$ cat src/rtl/clk_en_nco.sv
// clk_en_nco: N-channel fractional clock-enable NCO bank gated by a PLL-lock sequencer.
// Optional CLKEN_PAUSE_EN macro builds a pause that freezes all accumulators while running.
module clk_en_nco #(
    parameter int NUM_CH      = 6,
    parameter int ACC_W       = 32,
    parameter int LOCK_CYCLES = 1024,
    parameter int LOCK_CNT_W  = 16,
    localparam int CH_W       = (NUM_CH > 1) ? $clog2(NUM_CH) : 1
) (
    input  logic              clk,
    input  logic              rst_n,
    input  logic              pll_locked,
    input  logic              cfg_valid,
    output logic              cfg_ready,
    input  logic [CH_W-1:0]   cfg_ch,
    input  logic [ACC_W-1:0]  cfg_inc,
    input  logic [ACC_W-1:0]  cfg_phase,
    input  logic              pause,
    output logic [NUM_CH-1:0] ce_out,
    output logic              ready
);
    typedef enum logic {WAIT_LOCK, RUN} state_t;

    state_t                state_q;
    logic                  sync1_q, sync2_q;
    logic                  ready_q, cfg_ready_q;
    logic [LOCK_CNT_W-1:0] cnt_q;
    logic [NUM_CH-1:0]     ce_q;
    logic [ACC_W-1:0]      inc_q   [NUM_CH];
    logic [ACC_W-1:0]      phase_q [NUM_CH];
    logic [ACC_W-1:0]      acc_q   [NUM_CH];
    logic [ACC_W:0]        sum_d   [NUM_CH];
    logic                  cfg_acc;
    logic                  hold;

`ifdef CLKEN_PAUSE_EN
    assign hold = pause;
`else
    logic unused_pause;
    assign unused_pause = pause;
    assign hold = 1'b0;
`endif

    assign cfg_acc   = cfg_valid && cfg_ready_q;
    assign cfg_ready = cfg_ready_q;
    assign ce_out    = ce_q;
    assign ready     = ready_q;

    // Top bit of each sum is the carry that becomes the enable pulse.
    always_comb begin
        for (int i = 0; i < NUM_CH; i++) sum_d[i] = {1'b0, acc_q[i]} + {1'b0, inc_q[i]};
    end

    always_ff @(posedge clk or negedge rst_n) begin
        if (!rst_n) begin
            state_q     <= WAIT_LOCK;
            sync1_q     <= 1'b0;
            sync2_q     <= 1'b0;
            ready_q     <= 1'b0;
            cfg_ready_q <= 1'b0;
            cnt_q       <= '0;
            ce_q        <= '0;
            for (int i = 0; i < NUM_CH; i++) begin
                inc_q[i]   <= '0;
                phase_q[i] <= '0;
                acc_q[i]   <= '0;
            end
        end else begin
            sync1_q     <= pll_locked;
            sync2_q     <= sync1_q;
            cfg_ready_q <= !cfg_acc;
            for (int i = 0; i < NUM_CH; i++) begin
                if (cfg_acc && cfg_ch == CH_W'(i)) begin
                    inc_q[i]   <= cfg_inc;
                    phase_q[i] <= cfg_phase;
                end
            end
            if (state_q == WAIT_LOCK) begin
                ce_q <= '0;
                for (int i = 0; i < NUM_CH; i++) acc_q[i] <= phase_q[i];
                if (!sync2_q) begin
                    cnt_q <= '0;
                end else if (cnt_q == LOCK_CNT_W'(LOCK_CYCLES - 1)) begin
                    state_q <= RUN;
                    ready_q <= 1'b1;
                    cnt_q   <= '0;
                end else begin
                    cnt_q <= cnt_q + LOCK_CNT_W'(1);
                end
            end else if (!sync2_q) begin
                state_q <= WAIT_LOCK;
                ready_q <= 1'b0;
                ce_q    <= '0;
                for (int i = 0; i < NUM_CH; i++) acc_q[i] <= phase_q[i];
            end else if (hold) begin
                ce_q <= '0;
            end else begin
                for (int i = 0; i < NUM_CH; i++) begin
                    acc_q[i] <= sum_d[i][ACC_W-1:0];
                    ce_q[i]  <= sum_d[i][ACC_W];
                end
            end
        end
    end
endmodule

$ cat config.mk
export PLATFORM = sky130hd
export DESIGN_NAME = clk_en_nco
export DESIGN_NICKNAME = d
export VERILOG_FILES = /design/src/rtl/clk_en_nco.sv
export SDC_FILE = /design/constraint.sdc
export NUM_CORES = 1
export LEC_CHECK = 0
export ABC_AREA = 0
export CAP_MARGIN = 5
export CORE_MARGIN = 2
export CORE_UTILIZATION = 30
export CTS_BUF_LIST = sky130_fd_sc_hd__clkbuf_8
export CTS_CLUSTER_DIAMETER = 80
export DETAILED_ROUTE_END_ITERATION = 10
export GPL_TIMING_DRIVEN = 0
export PLACE_DENSITY_LB_ADDON = 0.25
export SKIP_CTS_REPAIR_TIMING = 1
export SYNTH_ARGS = -nofsm -noshare
export SYNTH_HDL_FRONTEND = slang
export SYNTH_SLANG_ARGS = --single-unit
$ cat constraint.sdc
create_clock -name clk -period 3.75 [get_ports clk]
set_clock_uncertainty 0.2 [all_clocks]
set_input_delay 0.75 -clock clk [delete_from_list [all_inputs] [get_ports clk]]
set_output_delay 0.75 -clock clk [all_outputs]
set_load 0.01 [all_outputs]
Word level (Yosys, flattened, before mapping)
Cells that the tools add are included.

word-level totals
  register bits after elaboration = 603
  latch bits = 0
  memory bits (writable) = 0
  ROM bits = 0
  input bits = 72
  output and inout bits = 8
  logic and storage cells = 65
  memories = 0

cells by class
  add/sub/neg operators = 7
  multiply operators = 0
  divide/modulo/power cells = 0
  $lt $le $gt $ge = 0
  eq/ne operators = 7
  shifts and indexed selects = 0
  muxes and demuxes = 14
  bitwise gates (word level) = 0
  reductions and logical operators = 12

operator list
  operator                                         count
  two-way mux 192 bit                              2
  adder 32 x 32 -> 33 bit                          6
  two-way mux 16 bit                               2
  adder 16 x 1 -> 16 bit, second input constant    1
  == test 16 x 10 -> 1 bit, second input constant  1
  two-way mux 6 bit                                2
  two-way mux 1 bit                                8
  logical AND 1 bit                                7
  == test 3 x 2 -> 1 bit, second input constant    2
  == test 3 bit, second input constant             2
  nonzero test 2 bit                               2
  == test 3 x 1 -> 1 bit, second input constant    1
  zero test 3 bit                                  1
  AND reduction 3 bit                              1
  != test 2 bit, second input constant             1
  zero test 1 bit                                  1

Depth between registers and ports, before layout
  depth in word-level cells = 4
  gate-level depth with buffers = 11
  depth with buffers taken out = 11

Worst setup path after synthesis
No wires, ideal clock.

  kind = register -> register
  start point = reg inc_q[160] (netlist bit)
  end point = reg acc_q[188] (netlist bit)
  setup time = 0.130 ns
  data arrival time = 2.806 ns
  required time = 3.420 ns
  setup slack = 0.614 ns
  stages on the path, launching flop included = 12
  buffers on the path = 0
  period minus slack after synthesis = 3.136 ns
  cells stage by stage = dfrtp_1 -> ha_1 -> fa_1 -> a211oi_2 -> o211ai_1 -> and4bb_2 -> o211ai_2 -> a41oi_2 -> or4_1 -> a31o_2 -> xnor2_1 -> o21ai_1

between the ends
  longest elaborated chain between the ends = 3

RTL lines
  element                          RTL line  source
  start, declared                  29        logic [ACC_W-1:0] inc_q [NUM_CH];
  start signal, assigned by index  74        inc_q[i] <= cfg_inc;
  adder 32 x 32 -> 33 bit          51        for (int i = 0; i < NUM_CH; i++) sum_d[i] = {1'b0, acc_q[i]} + {1'b0, inc_q[i]};
  two-way mux 192 bit              90        end else if (!sync2_q) begin
  two-way mux 192 bit              78        if (state_q == WAIT_LOCK) begin
  end signal, assigned by index    99        acc_q[i] <= sum_d[i][ACC_W-1:0];
  end, declared                    31        logic [ACC_W-1:0] acc_q [NUM_CH];

Every way passes these cells.
A chain may end at the register's enable or synchronous reset.

Worst setup path in the final report
Same ends and word-level chain as after synthesis.

==> impl_metrics.env <==
export IMPL_wl_met3_mm=3.73
export IMPL_synth_seq_cells=603
export IMPL_synthCells=2913
export IMPL_drv_slew=0
export IMPL_r2r_end="acc_q[188]"
export IMPL_clock_path_buffers=3
export IMPL_gp_congestion=0.882
export IMPL_period_needed_ns=3.64
export IMPL_finalNetCount=3386
export IMPL_worst_pin_slew_ns=1.26
export IMPL_intPower_mw=15.8
export IMPL_num_vias=23513
export IMPL_dr_wl_met2_mm=45.2
export IMPL_io_buffers=78
export IMPL_num_rows=119
export IMPL_areaGrowthSynthToFinish_pct=16.0
export IMPL_p_sw_mw=9.35
export IMPL_syn_avg_cell_area_um2=10.9
export IMPL_stdcell_area_um2=37000
export IMPL_syn_nets=3184
export IMPL_finalHoldViolCount=0
export IMPL_cts_buffers_inserted=108
export IMPL_die_area_um2=109000
export IMPL_synth_area_um2=31900
export IMPL_grt_max_degree=113
export IMPL_r2r_start="inc_q[160]"
export IMPL_grt_pass1_vias=23522
export IMPL_clkTransAtPathRegs_ns=0.06
export IMPL_wirelength_mm=100
export IMPL_synthAdderAreaFrac=0.0796
export IMPL_seqPwrFrac=0.351
export IMPL_drc=0
export IMPL_synthMuxAreaShare=0.138
export IMPL_htree_levels=3
export IMPL_whs_ns=0.148
export IMPL_die_x_um=330
export IMPL_antenna_found_initial=6
export IMPL_crit_path_end_kind="flip-flop"
export IMPL_nFillCells=10637
export IMPL_placed_cell_area_um2=34600
export IMPL_coreArea_um2=105000
export IMPL_fmax_mhz=274
export IMPL_status="complete, no violations"
export IMPL_critPathRequiredTime_ns=4.15
export IMPL_synth_compound_area_frac=0.150
export IMPL_holdCritStartpoint="sync1_q"
export IMPL_cp_max_fo=4
export IMPL_min_to="sync2_q"
export IMPL_grt_pass1_wl_mm=151
export IMPL_power_total_mw=25.1
export IMPL_top_layer_used="met5"
export IMPL_ios=80
export IMPL_synth_top_family_by_area="compound AO/OA/AOI/OAI gates"
export IMPL_relSlewSlack=0.161
export IMPL_ys_types=89
export IMPL_r2r_setup_slack_ns=0.11
export IMPL_power_frac_clock=0.246
export IMPL_hold_path_class="reg -> reg"
export IMPL_synth_edf_count=0
export IMPL_drtAntennaViolNets=0
export IMPL_dp_cells=4392
export IMPL_clkLatencyLatePin_ns=0.74
export IMPL_wl_met1_mm=47.6
export IMPL_ys_dominant_reg_cell="dfrtp_1"
export IMPL_overflow=0
export IMPL_hold_depth=0
export IMPL_initial_core_util=0.303
export IMPL_rr_worst_depth=11
export IMPL_cp_arrival_ns=4.04
export IMPL_clock_sink_count=603
export IMPL_synthXorXnorAreaFrac=0.0443
export IMPL_ys_async_sr_fraction=1.00
export IMPL_ir_worst_vdd_mv=0.350
export IMPL_leakagePower_nw=16.7
export IMPL_critPathLaunchType="flip-flop"
export IMPL_route_detailed_wl_per_inst_um=21.8
export IMPL_fp_dieH_um=330
export IMPL_combinationalPowerShare=0.403
export IMPL_cap_violations=0
export IMPL_drt_pass1_iterations=5
export IMPL_finalCritPeriodShare=0.972
export IMPL_yosysWarnings=0
export IMPL_ys_seq_area_frac=0.474
export IMPL_root_buffer="clkbuf_8"
export IMPL_viasPerCell=5.12
export IMPL_netSwitchingFraction=0.372
export IMPL_cts_tree="built"
export IMPL_drt_initial_drc_count=1262
export IMPL_path_class="reg -> reg"
export IMPL_yosys_area_share_simple=0.0956
export IMPL_seq_area_um2=15100
export IMPL_layout_drive_gt1_share=0.198
export IMPL_p_per_area_nw_per_um2=679
export IMPL_multi_input_area_um2=16300
export IMPL_track_usage=0.185
export IMPL_finalSetupViolCount=0
export IMPL_fin_util=0.351
export IMPL_stdcell_count=4589
export IMPL_dp_hpwl_mm=71.9
## how the worst max path moves through the flow
stage	slack (ns)	to	startpoint
floorplan	0.61	acc_q[188]	inc_q[160]
CTS	-0.46	acc_q[5]	sync2_q
global placement	-26.83	cnt_q[13]	rst_n
detailed placement	-0.47	acc_q[5]	sync2_q
global route	-0.004	acc_q[188]	inc_q[160]
finish	0.11	acc_q[188]	inc_q[160]
## layer usage
layer  global-route usage  vias up
met5                    0        -
met4               0.0720        2
met3               0.0233      167
met2                0.290      476
met1                0.259    11872
li1                     -    10996
## area by class of cell
type | instances | area share
Clock buffer | 133 | 0.0495
Buffer | 114 | 0.0120
Sequential cell | 603 | 0.408
Clock inverter | 59 | 0.00860
Antenna cell | 1 | 0.0000677
Tap cell | 1391 | 0.0471
Multi-Input combinational cell | 2153 | 0.442
Inverter | 43 | 0.00437
Timing Repair Buffer | 92 | 0.0286
## cells in the mapped netlist, drive strengths merged (8+ instances only)
cell    count  area, um2
a211o      11       96.3
a211oi     26        225
a21o       96        722
a21oi     169        865
a221oi      8       88.8
a31oi      20        146
and2       10       62.6
and3       26        163
clkbuf    111        419
dfrtp     603      15100
ha        193       2410
inv        43        161
mux2      386       4350
nand2     316       1190
nand2b     19        119
nand3      50        250
nand4      28        175
nor2      100        375
nor2b      22        138
nor3       28        145
nor3b      12       90.1
nor4        9       68.8
o211ai     12        100
o21a       25        188
o21ai     266       1340
o21bai     23        173
o31ai      27        218
or3         9       56.3
xnor2      80        701
xor2       81        709
## metrics by stage
stage,worst slack (ns),setup TNS (ns)
6_report,0.106,0
4_1_cts,-0.458,-10.52
2_1_floorplan,0.614,0
3_3_place_gp,-26.83,-
3_5_place_dp,-0.465,-12.09
5_1_grt,-0.00388,-0.00388
## cells in the final DEF, fill, tap and decap left out, drive strengths merged, types with 25 or more instances in the layout
| cell type | synthesis | routed |
|---|---|---|
| clkbuf | 111 | 246 |
| nor2 | 100 | 100 |
| xor2 | 81 | 81 |
| xnor2 | 80 | 80 |
| a211oi | 26 | 26 |
| ha | 193 | 193 |
| nand2 | 316 | 316 |
| a21o | 96 | 96 |
| dfrtp | 603 | 603 |
| inv | 43 | 81 |
| nand3 | 50 | 50 |
| and3 | 26 | 26 |
| nor3 | 28 | 28 |
| clkdlybuf4s50 | 0 | 77 |
| mux2 | 386 | 386 |
| a21oi | 169 | 169 |
| o21ai | 266 | 266 |
| nand4 | 28 | 28 |
| o21a | 25 | 25 |
| o31ai | 27 | 27 |
## flip-flops by register name (all words and copies together) (netlist names)
register   flops
acc_q        192
ce_out         6
cfg_ready      1
cnt_q         16
inc_q        192
phase_q      192
ready          1
state_q        1
sync1_q        1
sync2_q        1
## worst max-delay path: stages, from the launching register on
cell and delay (ns):
dfrtp_1 0.38, ha_2 0.25, fa_2 0.39, a211oi_2 0.30
o211ai_1 0.20, and4bb_2 0.32, o211ai_4 0.32, a41oi_4 0.22
or4_1 0.44, a31o_2 0.28, xnor2_1 0.14, o21ai_1 0.08
## power groups by stage
stage	registers [mW]	clock network [mW]	logic, mW
after detailed placement	8.91	0	9.84
after CTS	8.81	6.39	9.92
after floorplan	8.67	0	7.53
after global routing	8.98	6.66	11.3
final	8.81	6.18	10.1
after global placement	8.95	0	9.77
## logic make-up after synthesis
group / after synthesis
AOI/OAI and AO/OA: 748
xor gates and xnor gates: 161
adders and majority gates: 199
buffers and inverters: 157
DFF: 603
muxes: 390
and+or+nand+nor: 655
(Power assumes the default switching activity.)
